--- src/rtl/switch_port_rx.sv ---
// Egress-port receiver: accepts switch words with a registered one-cycle
// acknowledge, buffers them in a show-ahead FIFO and drains via valid/ready.
module switch_port_rx #(
  parameter int DATA_WIDTH = 8,
  parameter int FIFO_DEPTH = 4,
  parameter int CNT_WIDTH  = 16
) (
  input  logic                          clk,
  input  logic                          reset,
  input  logic                          port_req,
  input  logic [DATA_WIDTH-1:0]         port_data,
  output logic                          port_received,
  input  logic                          rx_enable,
  output logic                          out_valid,
  output logic [DATA_WIDTH-1:0]         out_data,
  input  logic                          out_ready,
  output logic [$clog2(FIFO_DEPTH):0]   fifo_level,
  output logic [CNT_WIDTH-1:0]          rx_count,
  output logic                          proto_err,
  input  logic                          clr_err
);

  localparam int PTR_W = $clog2(FIFO_DEPTH);
  localparam logic [PTR_W:0] FULL_LEVEL = FIFO_DEPTH[PTR_W:0];

  typedef enum logic {IDLE, ACK} state_t;

  state_t                state;
  logic [DATA_WIDTH-1:0] mem [FIFO_DEPTH];
  logic [PTR_W-1:0]      wr_ptr;
  logic [PTR_W-1:0]      rd_ptr;
  logic                  accept;
  logic                  pop;

  // Full test looks only at the registered level, so a same-cycle pop never frees a slot early.
  assign accept    = (state == IDLE) && port_req && rx_enable && (fifo_level < FULL_LEVEL);
  assign pop       = (fifo_level != '0) && out_ready;
  assign out_valid = (fifo_level != '0);
  assign out_data  = mem[rd_ptr];

  always_ff @(posedge clk or negedge reset) begin
    if (!reset) begin
      state         <= IDLE;
      port_received <= 1'b0;
      wr_ptr        <= '0;
      rd_ptr        <= '0;
      fifo_level    <= '0;
      rx_count      <= '0;
      proto_err     <= 1'b0;
      for (int i = 0; i < FIFO_DEPTH; i++) begin
        mem[i] <= '0;
      end
    end else begin
      // port_received is a flop output so the switch can drop port_req off it combinationally.
      case (state)
        IDLE: begin
          if (accept) begin
            state         <= ACK;
            port_received <= 1'b1;
          end
        end
        ACK: begin
          state         <= IDLE;
          port_received <= 1'b0;
        end
        default: begin
          state         <= IDLE;
          port_received <= 1'b0;
        end
      endcase

      if (accept) begin
        mem[wr_ptr] <= port_data;
        wr_ptr      <= wr_ptr + 1'b1;
        if (rx_count != '1) begin
          rx_count <= rx_count + 1'b1;
        end
      end

      if (pop) begin
        rd_ptr <= rd_ptr + 1'b1;
      end

      case ({accept, pop})
        2'b10:   fifo_level <= fifo_level + 1'b1;
        2'b01:   fifo_level <= fifo_level - 1'b1;
        default: fifo_level <= fifo_level;
      endcase

      // A request still held during the acknowledge cycle is a protocol violation; set beats clear.
      if ((state == ACK) && port_req) begin
        proto_err <= 1'b1;
      end else if (clr_err) begin
        proto_err <= 1'b0;
      end
    end
  end

endmodule

--- config.mk ---
export PLATFORM = sky130hd
export DESIGN_NAME = switch_port_rx
export DESIGN_NICKNAME = d
export VERILOG_FILES = /design/src/rtl/switch_port_rx.sv
export SDC_FILE = /design/constraint.sdc
export NUM_CORES = 1
export LEC_CHECK = 0
export CELL_PAD_IN_SITES_DETAIL_PLACEMENT = 0
export CELL_PAD_IN_SITES_GLOBAL_PLACEMENT = 1
export CORE_ASPECT_RATIO = 0.7
export CORE_MARGIN = 2
export CORE_UTILIZATION = 43
export DETAILED_ROUTE_END_ITERATION = 8
export MAX_ROUTING_LAYER = met4
export PLACE_DENSITY = 0.89
export SYNTH_ARGS = -nofsm -noshare
export SYNTH_HDL_FRONTEND = slang
export SYNTH_SLANG_ARGS = --single-unit
--- constraint.sdc ---
create_clock -name clk -period 2.5 [get_ports clk]
set_clock_uncertainty 0.05 [all_clocks]
set_input_delay 0.5 -clock clk [delete_from_list [all_inputs] [get_ports clk]]
set_output_delay 0.5 -clock clk [all_outputs]
set_load 0.01 [all_outputs]
### Word level (Yosys, flattened, before mapping)

Cells that the tools add are included.

| word-level totals | value |
|---|---|
| output and inout bits | 30 |
| register bits | 58 |
| input bits | 14 |

| operators by class | value |
|---|---|
| reductions and logical operators | 10 |
| equality and inequality tests | 4 |
| mux-type cells | 13 |
| $lt $le $gt $ge | 4 |
| add/sub/neg operators | 5 |
| bitwise logic cells | 3 |

Operators by type and width:

| cell | count |
|---|---|
| $bwmux 32 | 1 |
| $mux 8 | 3 |
| $add 16x1->16 const B | 1 |
| $bmux 8 s2 | 1 |
| $demux 8 s2 | 1 |
| $ne 16x16->1 const B | 1 |
| $ge 3x3->1 const B | 2 |
| $logic_and 1x1->1 | 6 |
| $not 2->3 | 2 |
| $pmux 3 s2 | 1 |
| $add 2x1->2 const B | 2 |
| $mux 1 | 4 |
| $pmux 1 s2 | 2 |
| $reduce_bool 2->1 | 2 |
| $add 3x1->3 const B | 1 |
| $lt 3x1->1 const B | 1 |
| $lt 3x3->1 const B | 1 |
| $reduce_bool 3->1 | 1 |
| $sub 3x1->3 const B | 1 |
| $eq 2x1->1 const B | 1 |
| $eq 2x2->1 const B | 1 |
| $ne 2x2->1 const B | 1 |
| $reduce_and 2->1 | 1 |
| $not 1->1 | 1 |

### Logic depth before layout (Yosys ltp)

Gate-level depths: netlist (run 1).

| logic depth | value |
|---|---|
| word-level depth | 6 |
| gate-level depth with buffers | 8 |
| depth with buffers taken out | 8 |

### Least setup slack after synthesis (run 1)

OpenSTA, ideal clock, no wires.

| timing | value |
|---|---|
| path kind | register to register |
| from | register fifo_level[0] |
| to | register fifo_level[2] |
| slack | 0.504 ns |
| stages on the path, launching flop included | 9 |
| library setup time | 0.127 ns |
| buffers on the path | 0 |
| required time | 2.323 ns |
| arrival time | 1.820 ns |
| cells stage by stage | dfrtp_1 -> or3_1 -> and2_1 -> ha_1 -> inv_1 -> fa_1 -> xor2_1 -> nor2_1 -> xor2_1 |

| on the way | value |
|---|---|
| cells in the longest elaborated chain, start to end | 4 |

RTL lines:

| what | line | source |
|---|---|---|
| start: declaration | 17 | `output logic [$clog2(FIFO_DEPTH):0] fifo_level,` |
| start signal: assignment | 85 | `2'b10: fifo_level <= fifo_level + 1'b1;` |
| start signal: assignment | 86 | `2'b01: fifo_level <= fifo_level - 1'b1;` |
| start signal: assignment | 87 | `default: fifo_level <= fifo_level;` |
| $reduce_bool 3->1 * | - |  |
| net out_valid | 14 | `output logic out_valid,` |
| $logic_and 1x1->1 * | 37 | `assign pop = (fifo_level != '0) && out_ready;` |
| net pop | 33 | `logic pop;` |
| $eq 2x1->1 or $eq 2x2->1 (tied branches) | 84 | `case ({accept, pop})` |
| $pmux 3 s2 or $reduce_bool 2->1 (tied branches) | - |  |

Mark *: on every way through the listed nets, which the timed path passes. The rest lies on a longest branch.
A chain may end at the register's enable or synchronous reset.

### Final worst setup path (run 1)

| timing | value |
|---|---|
| from | register rd_ptr[0] |
| to | output out_data[1] |

| on the way | value |
|---|---|
| cells in the longest elaborated chain, start to end | 4 |

RTL lines:

| what | line | source |
|---|---|---|
| start: declaration | 31 | `logic [PTR_W-1:0] rd_ptr;` |
| start signal: assignment | 81 | `rd_ptr <= rd_ptr + 1'b1;` |
| $not 2->3 (implied by the code) | 39 | `assign out_data = mem[rd_ptr];` |
| $bmux 8 s2 | 39 |  |
| $mux 8 (implied by the code) (2 in a row) | 39 |  |
| end: declaration | 15 | `output logic [DATA_WIDTH-1:0] out_data,` |

No other way between the ends. The select of a mux whose other input is x is not followed.

==> results.py, run 1 <==
metrics = {
    "status": {
        "status": "completed",
    },
    "detailed_routing": {
        "top_layer": "met4",
        "route.vias.total": 1701,
        "antenna_left": 0,
        "vias_per_cell": 5.25,
        "met1Wirelength_mm": 2.50,
        "wl_met2_mm": 2.31,
        "wl_per_cell_um": 15.9,
        "drc_errors": 0,
        "wl_mm": 5.17,
        "drt_iter0_markers": 99,
        "drt_first_pass_iters": 4,
        "dr_wl_met3_um": 276,
    },
    "cts": {
        "clock_latency_ps": 330,
        "clock_sinks": 58,
        "cts_buffers": 9,
        "cts.clk_slew.worst_paths_ps": 60,
        "cts_root_buf": "clkbuf_8",
        "htreeDepth": 3,
        "holdBufCountCts": 0,
        "cts_tree": "built",
        "clk_path_buf_depth": 2,
    },
    "sta": {
        "hold_viol": 0,
        "fin_tns_setup_ps": 0,
        "rsz0062_at_grt": "no",
        "setup_viol_count_final": 0,
        "fmax_mhz": 412,
        "timing.hold.ws_ps": 109,
        "maxSlewHeadroom": 0.633,
        "period_share": 0.970,
        "slew_violations": 0,
        "worstMarginPinSlew_ps": 546,
        "period_needed_ps": 2430,
    },
    "place": {
        "io_buffers": 43,
        "dp_hpwl_mm": 3.53,
        "place_congestion": 0.754,
    },
    "cells_and_area": {
        "fillers": 480,
        "fin_nets": 265,
        "register_area_mm2": 0.00145,
        "multi_input_area_mm2": 0.00114,
        "area_growth_pct": 30.7,
        "drive_above_1_share": 0.269,
        "diodes": 0,
    },
    "floorplan": {
        "die-area_mm2": 0.00678,
        "num_rows": 23,
        "initial_core_util": 0.453,
        "dieHeight_um": 69.5,
        "ios": 44,
        "design.core.area_mm2": 0.00581,
        "fp.dieW_um": 97.6,
    },
    "synth": {
        "synth_enable_flop_cells": 0,
        "synthTopCellsByArea": "dfrtp_1 55%, mux2_2 14%, mux4_2 6.8%",
        "postSynthCellCount": 189,
        "synth_seq_cells": 58,
        "synth_cell_type_count": 32,
        "synthesis.area_mm2": 0.00264,
        "synthTopCellsByCount": "58 x dfrtp_1, 32 x mux2_2, 16 x xor2_1",
        "yosysWarningCount": 0,
        "synth_flop_cell": "dfrtp_1",
        "yosysTopAreaCell": "dfrtp_1",
        "yosysMostFrequentCell": "dfrtp_1",
        "yosysTopAreaCellShare": 0.551,
        "synth_seq_area_share": 0.551,
        "synth_fp_nets": 210,
        "synth.avg_cell_area_um2": 13.9,
        "async_flop_share": 1.00,
    },
    "power_and_ir_drop": {
        "p_total_mw": 4.07,
        "p_leak_nw": 1.59,
        "powerDensity_mw_per_mm2": 1180,
        "vdd_drop_max_v": 0.000442,
    },
    "worst_setup_path": {
        "crit_type": "register to output pin",
        "cp-end-kind": "output pin",
        "start_kind": "register",
        "slowest_delay_ps": 510,
        "cpLargestDelayFamily": "buffers and inverters",
        "cp.buffers_inverters": 2,
        "crit_slowest_cell": "mux4_2",
        "arrival_ps": 1880,
        "r2r_cells": 6,
        "regToRegSetupSlack_ps": 470,
        "crit_fanout": 10,
        "rr_endpoint": "fifo_level[1]$_DFFE_PN0P_",
        "regToRegStartpoint": "fifo_level[0]$_DFFE_PN0P_",
        "critical_path_required_ps": 1950,
        "crit_chain": "buf_8 > mux4_2 > clkdlybuf4s50_1",
    },
    "grt": {
        "grt_pass1_wl_mm": 8.47,
        "grt_overflow_total": 0,
        "grt_max_degree": 59,
        "track_usage": 0.168,
        "grt_pass1_vias": 1699,
        "antenna_found_initial": 0,
    },
    "min_path": {
        "hold_path.class": "input port to asynchronous set/reset pin",
    },
    "job": {
        "drv_cap": 0,
    },
}
## worst max path at each step
stage	start	depth (start not counted)	slack (ps)	to
final	rd_ptr[0]$_DFFE_PN0P_	3	70	out_data[1]
after global routing	rd_ptr[0]$_DFFE_PN0P_	3	2	out_data[2]
after CTS	rd_ptr[0]$_DFFE_PN0P_	3	30	out_data[0]
after detailed placement	port_req	9	100	fifo_level[2]$_DFFE_PN0P_
after global placement	port_req	9	170	fifo_level[2]$_DFFE_PN0P_
after floorplan	fifo_level[0]$_DFFE_PN0P_	8	500	fifo_level[2]$_DFFE_PN0P_
## through the flow
stage	util	cell area [um2]	worst slack, ps	cells
after global placement	0.547	3180	174	308
after global routing	0.593	3440	1.64	324
after floorplan	-	2640	504	189
after detailed placement	0.547	3180	100	308
final	0.593	3440	74.2	324
after CTS	0.591	3440	32.1	324
## power breakdown
group	switching (mW)	leakage, nW	internal [mW]
Combinational	0.532	0.731	0.909
Sequential	0.265	0.727	1.30
Clock	0.353	0.129	0.713
## flip-flops by register name (all words and copies together) (netlist names)
register and flops:
fifo_level 3, mem 32, port_received 1, proto_err 1
rd_ptr 2, rx_count 16, state 1, wr_ptr 2
## per-layer routing
layer | vias up | GRT usage
li1 | 789 | -
met1 | 863 | 0.231
met5 | - | -
met4 | 0 | 0.0679
met3 | 7 | 0.0615
met2 | 42 | 0.228
## cell type report
| class | instances | share of cell area |
|---|---|---|
| well taps | 75 | 0.0272 |
| clock buffers | 11 | 0.0440 |
| multi-input cells | 120 | 0.330 |
| repair buffers | 47 | 0.139 |
| flip-flops and latches | 58 | 0.421 |
| clock inverters | 5 | 0.0291 |
| inverters | 8 | 0.00872 |
## timing repair
action                                  CTS  global route
hold endpoints to repair                  0             0
resized for setup                         1             3
endpoints found under the setup margin    3             3
pin swaps                                 0             0
buffers inserted                          0             0
## layout by cell type (no fill, tap or decap), types with 4 or more instances in the layout
cell type,netlist,routed
o21ai_0,5,5
xor2_1,16,16
clkdlybuf4s50_1,0,40
nor3_1,8,8
ha_1,6,6
dfrtp_1,58,58
nand2_1,14,14
mux2_2,32,32
inv_1,7,7
clkbuf_8,0,11
mux4_2,8,8
xnor2_1,4,4
## cells by family after synthesis
| family | after synthesis | share of synthesized area |
|---|---|---|
| flops | 58 | 0.551 |
| simple gates | 45 | 0.102 |
| mux | 42 | 0.215 |
| xor+xnor | 20 | 0.0665 |
| buf+inv | 11 | 0.0176 |
| fa+ha+maj | 7 | 0.0361 |
| compound gates | 6 | 0.0128 |
## worst reg2reg max path, stage by stage (launching register included)
cell     delay (ps)
dfrtp_1         420
or3_1           390
and2_1          220
ha_1            220
inv_1            80
fa_1            400
mux2i_1         160
(Power assumes the default switching activity.)
==> run 2, diff against run 1 <==
--- a/config.mk
+++ b/config.mk
@@ -5,14 +5,15 @@
 export SDC_FILE = /design/constraint.sdc
 export NUM_CORES = 1
 export LEC_CHECK = 0
+export ABC_CLOCK_PERIOD_IN_PS = 2910
 export CELL_PAD_IN_SITES_DETAIL_PLACEMENT = 0
 export CELL_PAD_IN_SITES_GLOBAL_PLACEMENT = 1
 export CORE_ASPECT_RATIO = 0.7
 export CORE_MARGIN = 2
-export CORE_UTILIZATION = 43
+export CORE_UTILIZATION = 46
 export DETAILED_ROUTE_END_ITERATION = 8
 export MAX_ROUTING_LAYER = met4
-export PLACE_DENSITY = 0.89
+export PLACE_DENSITY = 0.94
 export SYNTH_ARGS = -nofsm -noshare
 export SYNTH_HDL_FRONTEND = slang
 export SYNTH_SLANG_ARGS = --single-unit
==> constraint.sdc (replaced) <==
create_clock -name clk -period 2.91 [get_ports clk]
set_clock_uncertainty 0.05 [all_clocks]
set_input_delay 0.582 -clock clk [delete_from_list [all_inputs] [get_ports clk]]
set_output_delay 0.582 -clock clk [all_outputs]
set_load 0.01 [all_outputs]
==> run 2 against run 1 <==
  * Core utilization increased by 0.26 points
  * Count of clock-buffer cells in the layout increased by 2
  * Die area decreased by 6.2%
  * Register-to-register slack improved by 460 ps
  * Final area decreased by 2.5%
  * Critical path type unchanged
  * First-iteration DRC count decreased by 43%
  * Non-clock buffer count unchanged
  * Cell count decreased by 0.31%
  * Largest power group unchanged
  * Clock power decreased by 35%
==> results.py, run 2 (synthesized netlist as in run 1, its figures left out) <==
metrics = {
    "status": {
        "status": "completed",
    },
    "detailed_routing": {
        "antenna_left": 0,
        "wl_mm": 5.11,
        "drc_errors": 0,
        "wl_per_cell_um": 15.8,
        "drt_first_pass_iters": 4,
        "dr_wl_met3_um": 208,
        "route.vias.total": 1689,
        "drt_iter0_markers": 56,
        "met1Wirelength_mm": 2.40,
        "top_layer": "met4",
        "wl_met2_mm": 2.41,
        "vias_per_cell": 5.23,
    },
    "cts": {
        "cts_tree": "built",
        "holdBufCountCts": 0,
        "cts_buffers": 9,
        "clk_path_buf_depth": 2,
        "cts_setup_buffers": 0,
        "htreeDepth": 3,
        "clock_sinks": 58,
        "cts_root_buf": "clkbuf_8",
        "postCtsResizedCells": 0,
        "clock_latency_ps": 340,
        "cts.clk_slew.worst_paths_ps": 60,
    },
    "floorplan": {
        "fp.dieW_um": 94.5,
        "design.core.area_mm2": 0.00564,
        "num_rows": 23,
        "die-area_mm2": 0.00636,
        "initial_core_util": 0.467,
        "ios": 44,
        "dieHeight_um": 67.3,
    },
    "cells_and_area": {
        "utilization": 0.595,
        "area_growth_pct": 27.4,
        "final_common_cell": "dfrtp_1",
        "diodes": 0,
        "design_area_mm2": 0.00336,
        "largest_reg_flops": 32,
        "final_cell_mix": "58 x dfrtp_1, 42 x clkdlybuf4s50_1, 32 x mux2_2",
        "fin_nets": 265,
        "biggestRegsByFlops": "mem: 32 flops, rx_count: 16 flops, fifo_level: 3 flops",
        "drive_above_1_share": 0.266,
        "largest_register": "mem",
        "layout.cells.non_filler": 323,
    },
    "worst_setup_path": {
        "crit_fanout": 10,
        "cp-end-kind": "output pin",
        "start_kind": "register",
        "arrival_ps": 1920,
        "critical_path_required_ps": 2280,
        "crit_type": "register to output pin",
    },
    "place": {
        "place_congestion": 0.820,
        "post-place-ws_ps": 465,
        "dp_hpwl_mm": 3.61,
        "dp_cells": 308,
        "postPlaceCellArea_mm2": 0.00317,
        "io_buffers": 43,
    },
    "power_and_ir_drop": {
        "p_leak_nw": 1.53,
        "powerDensity_mw_per_mm2": 972,
        "vdd_drop_max_v": 0.000438,
        "p_total_mw": 3.26,
    },
    "sta": {
        "worstMarginPinSlew_ps": 718,
        "period_share": 0.877,
        "timing.hold.ws_ps": 321,
        "setup_viol_count_final": 0,
        "period_needed_ps": 2550,
        "timing.final.ws_setup_ps": 358,
        "fmax_mhz": 392,
        "rsz0062_at_grt": "no",
        "fin_tns_setup_ps": 0,
        "slew_violations": 0,
        "maxSlewHeadroom": 0.522,
        "hold_viol": 0,
    },
    "job": {
        "drv_cap": 0,
    },
    "grt": {
        "track_usage": 0.185,
        "antenna_found_initial": 0,
        "grt_max_degree": 59,
        "grt_overflow_total": 0,
        "grt_pass1_wl_mm": 8.18,
        "grt_pass1_vias": 1702,
    },
    "min_path": {
        "hold_path.class": "input port to asynchronous set/reset pin",
    },
}
run 2: worst max-delay path, stage by stage, from the launching register on:
cell and delay [ps]:
dfrtp_1 320, buf_4 220, mux4_2 540, clkdlybuf4s50_1 500
run 2: worst paths after layout:
check / startpoint / end / cells after the start / slack (ps)
max: rd_ptr[0]$_DFFE_PN0P_ / out_data[0] / 3 / 360
min: reset / rx_count[7]$_DFFE_PN0P_ / 2 / 320
max reg2reg: fifo_level[0]$_DFFE_PN0P_ / fifo_level[2]$_DFFE_PN0P_ / 8 / 930
min reg2reg: state$_DFF_PN0_ / port_received$_DFFE_PN0P_ / 1 / 440
max in group asynchronous: reset / rd_ptr[0]$_DFFE_PN0P_ / 2 / 2010
min in group clk: state$_DFF_PN0_ / port_received$_DFFE_PN0P_ / 1 / 440
run 2: layout make-up:
class / instances / area, um2
sequential: 58 / 1450
inverter: 8 / 30.0
multi-input combinational: 120 / 1140
tap: 75 / 93.8
timing repair buffer: 47 / 455
clock inverter: 2 / 10.0
fill: 489 / 2280
clock buffer: 13 / 179
run 2: per-layer routing:
layer,vias to the layer above,GRT usage
li1,788,-
met1,865,0.229
met2,28,0.281
met3,8,0.0614
met4,0,0.0815
met5,-,-
run 2: power by group:
group	internal (mW)	total [mW]	switching, mW
clock	0.394	0.694	0.300
combinational	0.777	1.23	0.453
sequential	1.12	1.34	0.222
